$ cat src/rtl/alu_sequencer.sv
`default_nettype none
`timescale 1ns/1ps
// ============================================================================
//  Module   : alu_sequencer
//  Brief    : Multicycle decode/execute/writeback sequencer for the i281 ALU
//             datapath with a retired-instruction counter.
//  Options  : ALU_SEQ_FLAGS_EN - enables flags_we and makes CMP (opcode 6) legal.
//  Revision : 1.0 - initial release
// ============================================================================
module alu_sequencer #(
    parameter int OPC_W = 4,
    parameter int CNT_W = 16
) (
    input  logic             clock,
    input  logic             reset,
    input  logic             i_run,
    input  logic             i_start,
    input  logic [OPC_W-1:0] i_opcode,
    output logic [2:0]       o_alu_op,
    output logic             o_srcb_sel,
    output logic             o_c22,
    output logic             o_flags_we,
    output logic             o_reg_we,
    output logic             o_busy,
    output logic             o_done,
    output logic             o_err,
    output logic [CNT_W-1:0] o_instr_count
);

    localparam logic [OPC_W-1:0] c_OP_ADD    = OPC_W'(0);
    localparam logic [OPC_W-1:0] c_OP_ADDI   = OPC_W'(1);
    localparam logic [OPC_W-1:0] c_OP_SUB    = OPC_W'(2);
    localparam logic [OPC_W-1:0] c_OP_SUBI   = OPC_W'(3);
    localparam logic [OPC_W-1:0] c_OP_SHIFTL = OPC_W'(4);
    localparam logic [OPC_W-1:0] c_OP_SHIFTR = OPC_W'(5);
    localparam logic [OPC_W-1:0] c_OP_CMP    = OPC_W'(6);

    localparam logic [2:0] c_ALU_ADD = 3'b000;
    localparam logic [2:0] c_ALU_SUB = 3'b001;
    localparam logic [2:0] c_ALU_SHL = 3'b010;
    localparam logic [2:0] c_ALU_SHR = 3'b011;

    typedef enum logic [2:0] {
        S_IDLE      = 3'd0,
        S_DECODE    = 3'd1,
        S_EXECUTE   = 3'd2,
        S_WRITEBACK = 3'd3,
        S_DONE      = 3'd4,
        S_FAULT     = 3'd5
    } state_t;

    state_t             r_state;
    state_t             w_next;
    logic [OPC_W-1:0]   r_opcode;
    logic [CNT_W-1:0]   r_count;

    logic               w_is_cmp;
    logic               w_legal;
    logic               w_flags_en;
    logic               w_enter_done;
    logic               w_c22;
    logic               w_flags_we;
    logic               w_reg_we;
    logic               w_done;
    logic               w_err;
    logic [2:0]         w_alu_op;
    logic               w_srcb_sel;

    assign w_is_cmp = (r_opcode == c_OP_CMP);

`ifdef ALU_SEQ_FLAGS_EN
    assign w_flags_en = 1'b1;
    assign w_legal    = (r_opcode <= c_OP_CMP);
`else
    assign w_flags_en = 1'b0;
    assign w_legal    = (r_opcode < c_OP_CMP);
`endif

    // Datapath selects decode straight from the latched opcode, so they
    // naturally hold through DONE/FAULT/IDLE until the next accept.
    always_comb begin
        w_alu_op   = c_ALU_ADD;
        w_srcb_sel = 1'b0;
        case (r_opcode)
            c_OP_ADD:    w_alu_op = c_ALU_ADD;
            c_OP_ADDI: begin
                w_alu_op   = c_ALU_ADD;
                w_srcb_sel = 1'b1;
            end
            c_OP_SUB:    w_alu_op = c_ALU_SUB;
            c_OP_SUBI: begin
                w_alu_op   = c_ALU_SUB;
                w_srcb_sel = 1'b1;
            end
            c_OP_SHIFTL: w_alu_op = c_ALU_SHL;
            c_OP_SHIFTR: w_alu_op = c_ALU_SHR;
            c_OP_CMP:    w_alu_op = c_ALU_SUB;
            default:     w_alu_op = c_ALU_ADD;
        endcase
    end

    always_ff @(posedge clock or posedge reset) begin
        if (reset) begin
            r_state <= S_IDLE;
        end else if (i_run) begin
            r_state <= w_next;
        end
    end

    always_comb begin
        w_next     = r_state;
        w_c22      = 1'b0;
        w_flags_we = 1'b0;
        w_reg_we   = 1'b0;
        w_done     = 1'b0;
        w_err      = 1'b0;
        case (r_state)
            S_IDLE: begin
                if (i_start) begin
                    w_next = S_DECODE;
                end
            end
            S_DECODE: begin
                w_next = w_legal ? S_EXECUTE : S_FAULT;
            end
            S_EXECUTE: begin
                w_c22      = ~w_is_cmp;
                w_flags_we = w_flags_en;
                w_next     = w_is_cmp ? S_DONE : S_WRITEBACK;
            end
            S_WRITEBACK: begin
                w_reg_we = 1'b1;
                w_next   = S_DONE;
            end
            S_DONE: begin
                w_done = 1'b1;
                w_next = S_IDLE;
            end
            S_FAULT: begin
                w_err  = 1'b1;
                w_next = S_IDLE;
            end
            default: begin
                w_next = S_IDLE;
            end
        endcase
    end

    always_ff @(posedge clock or posedge reset) begin
        if (reset) begin
            r_opcode <= '0;
        end else if (i_run && (r_state == S_IDLE) && i_start) begin
            r_opcode <= i_opcode;
        end
    end

    assign w_enter_done = i_run && (w_next == S_DONE) && (r_state != S_DONE);

    always_ff @(posedge clock or posedge reset) begin
        if (reset) begin
            r_count <= '0;
        end else if (w_enter_done) begin
            r_count <= r_count + CNT_W'(1);
        end
    end

    // Strobes are suppressed while frozen; selects and busy stay state-decoded.
    assign o_c22         = w_c22      & i_run;
    assign o_flags_we    = w_flags_we & i_run;
    assign o_reg_we      = w_reg_we   & i_run;
    assign o_done        = w_done     & i_run;
    assign o_err         = w_err      & i_run;
    assign o_alu_op      = w_alu_op;
    assign o_srcb_sel    = w_srcb_sel;
    assign o_busy        = (r_state != S_IDLE);
    assign o_instr_count = r_count;

endmodule
`default_nettype wire
$ cat config.mk
export PLATFORM = sky130hd
export DESIGN_NAME = alu_sequencer
export DESIGN_NICKNAME = d
export VERILOG_FILES = /design/src/rtl/alu_sequencer.sv
export SDC_FILE = /design/constraint.sdc
export NUM_CORES = 1
export LEC_CHECK = 0
export BUFFER_PORTS_ARGS = -buffer_cell sky130_fd_sc_hd__buf_2
export CORE_MARGIN = 2
export CORE_UTILIZATION = 46
export DETAILED_ROUTE_END_ITERATION = 6
export HOLD_SLACK_MARGIN = 0.12
export PLACE_DENSITY = 0.83
export SYNTH_ARGS = -nofsm -noshare
export SYNTH_HDL_FRONTEND = slang
export SYNTH_SLANG_ARGS = --single-unit
$ cat constraint.sdc
create_clock -name clock -period 1.45 [get_ports clock]
set_clock_uncertainty 0.15 [all_clocks]
set_input_delay 0.29 -clock clock [delete_from_list [all_inputs] [get_ports clock]]
set_output_delay 0.29 -clock clock [all_outputs]
set_load 0.01 [all_outputs]
==> run metrics <==
post-layout worst setup margin=-337 ps; grt ovf=0; final layout net count=194; Worst EP arrival=1350 ps; area grow syn2layout=66.2%; core area=0.00250 sq mm; CTS tree=yes; Synth Cell Area=0.00121 sq mm; cells after synthesis=113; Final Total Pwr=2.89 mW; Clock Tree Root=clkbuf_4; worst-path cell chain=and4bb_4, or2_4, nor2_2, buf_2; setup violators final=28; die height=55.4 microns; I/O pin total=34; gpl congestion=0.873; violated checks=negative setup slack; later-pin clock latency in the skew report=310 ps; clock sinks=23; Slew Limit Fails=0; Final Hold Viols=0; type of element capturing the critical path=output pin; #FFs+latches synth=23; EDFF count, synth=0; synth top area cells=dfrtp_1 47%, xor2_1 7.9%, mux2_2 4.6%; crit path time final=1790 ps; Leak=1.04 nW; DR vias/cell=5.16; share of the synthesized area in the top cell type=47.4%; mean post-synth cell area=10.7 sq um; peak supply drop=0.00116 V; initial antenna violation count=0; final WL=3.24 mm; largest net degree at the start of global routing=24; RSZ-0062 raised after global routing=true; critical path class=reg -> out; residual DRC count=0; H-tree depth=1; Final Cycle Share=123%; Antenna Nets Post-Route=0; maximum clock rate=0.560 GHz; Finished Layout Cells=214; worst-path cell with the longest stage delay=dfrtp_1; diodes inserted=0; Hold Path Class=in -> reg; ys async rst share=100%; Critical Path Start Type=flop; num rows=18; dpl cells=193; Worst-path clk slew=130 ps; CTS Buffer Depth=2; vias in the first global route=1162; Crit path required time=1010 ps; Worst Path Buf+Inv=1; CTS Buf Count=3; synth warn=0; sequential share of the synthesized area=47.4%; port bufs=31; first-pass GRT wire length=5.28 mm; dpl hpwl=1.99 mm; status=finished with violations; Die ar.=0.00307 sq mm; Yosys cell types=37; slowest stage delay, CP=400 ps; area leader, netlist=dfrtp_1; Vias=1104; Iter 0 DRT Violations=26; crit-path max FO=2; Die Wd=55.4 microns; TritonRoute pass-1 iters=6; Initial Util=48.5%; CP top delay family=simple AND/OR/NAND/NOR gates; Total GRT Usage=21.7%; Pwr Density=1430 mW/mm^2; max cap viols=0; wire length per cell=15.2 microns; ratio of cells with drive above 1 in the final layout=57.1%; Post-synth top flop=dfrtp_1
==> final timing paths <==
| check | start | endpoint | slack (ps) | cells past startpoint |
|---|---|---|---|---|
| min reg2reg | o_instr_count[15]$_DFFE_PP0P_ | o_instr_count[15]$_DFFE_PP0P_ | 330 | 1 |
| max | r_opcode[2]$_DFFE_PP0P_ | o_c22 | -340 | 4 |
| min in group asynchronous | reset | r_opcode[0]$_DFFE_PP0P_ | 390 | 4 |
| max reg2reg | r_state[2]$_DFFE_PP0P_ | o_instr_count[11]$_DFFE_PP0P_ | -300 | 5 |
| min | i_run | r_state[1]$_DFFE_PP0P_ | 160 | 3 |
| max in group asynchronous | reset | o_instr_count[2]$_DFFE_PP0P_ | 510 | 4 |
==> layout by cell type, fill, tap and decap left out, drive strengths merged <==
master / instances
buf: 65
dfrtp: 23
xor2: 11
nor2: 10
nand2: 9
inv: 6
nor3: 6
dlygate4sd3: 5
xnor2: 5
mux2: 5
nand3: 3
nor3b: 3
clkbuf: 3
nand4: 2
or2: 2
and2b: 2
a21oi: 2
o21ai: 2
o22ai: 2
conb: 2
and3b: 2
and4bb: 1
o211ai: 1
o2111ai: 1
and4: 1
nor4: 1
or3: 1
nor2b: 1
and2: 1
and3: 1
a21o: 1
o31a: 1
a2bb2oi: 1
ha: 1
clkinv: 1
==> cells by family (layout without fill, tap and decap cells) <==
| group | after synthesis | in the layout | share of synthesized area [%] |
|---|---|---|---|
| other | 1 | 2 | 0.309 |
| xor gates and xnor gates | 16 | 16 | 11.5 |
| adders and majority gates | 1 | 1 | 1.03 |
| and+or+nand+nor | 46 | 46 | 22.8 |
| DFF | 23 | 23 | 47.4 |
| AOI/OAI and AO/OA | 11 | 11 | 7.94 |
| buffers and inverters | 10 | 80 | 4.33 |
| muxes | 5 | 5 | 4.64 |
==> routing by layer <==
| layer | share of wire [%] | track usage, % |
|---|---|---|
| met5 | 0 | 0 |
| met4 | 2.3 | 9.76 |
| met3 | 3.6 | 4.22 |
| met2 | 54 | 36.6 |
| met1 | 40 | 26.8 |
==> synth_stat cells (all sizes together) (2+ instances only) <==
cell	instances
xor2	11
xnor2	5
dfrtp	23
and2b	2
o22ai	2
nor3	6
o21ai	2
nand2	9
or2	2
nor3b	3
nand3	3
mux2	5
a21oi	2
buf	3
nand4	2
nor2	10
inv	6
and3b	2
==> state kept, by name, indices dropped and copies added, names as in the netlist <==
register / cells
r_state: 3
o_instr_count: 16
r_opcode: 4
==> final cells by class <==
class	instances	area (sq um)
clock buffers	3	22.5
clock inverters	1	5.00
fillers	157	483
inverters	6	22.5
multi-input cells	81	744
flip-flops and latches	23	578
well taps	30	37.5
repair buffers	70	607
==> per-stage QoR <==
stage / hold slack, ps / area [sq um] / setup TNS, ps / setup slack [ps] / util (%)
final: 161 / 2020 / -6430 / -337 / 80.7
after global routing: 132 / 2020 / -8590 / -405 / 80.7
after CTS: 149 / 1850 / -6760 / -374 / 73.9
after detailed placement: 196 / 1590 / -1800 / -206 / 63.5
after global placement: 185 / 1590 / -1240 / -98.3 / 63.5
after floorplan: 142 / 1260 / -1620 / -129 / -
==> what timing repair did <==
item	CTS	global route
hold buffers	5	0
buffers inserted	8	13
endpoints found under the setup margin	33	39
hold endpoints to repair	27	0
gates resized for setup	27	24
pin swaps	25	8
==> worst reg2reg max path, delay by kind of cell (launching register included) <==
family | cells | cell delay, ps
AO/OA/AOI/OAI | 1 | 220
XOR/XNOR | 1 | 170
buffers and inverters | 1 | 120
flip-flops | 1 | 420
AND/OR/NAND/NOR | 2 | 610
==> power by group <==
group,switching (mW),internal [mW]
clock network,0.190,0.103
logic,0.739,0.957
registers,0.116,0.787
total,1.04,1.85
No activity file was read; power rests on OpenSTA's default activity.
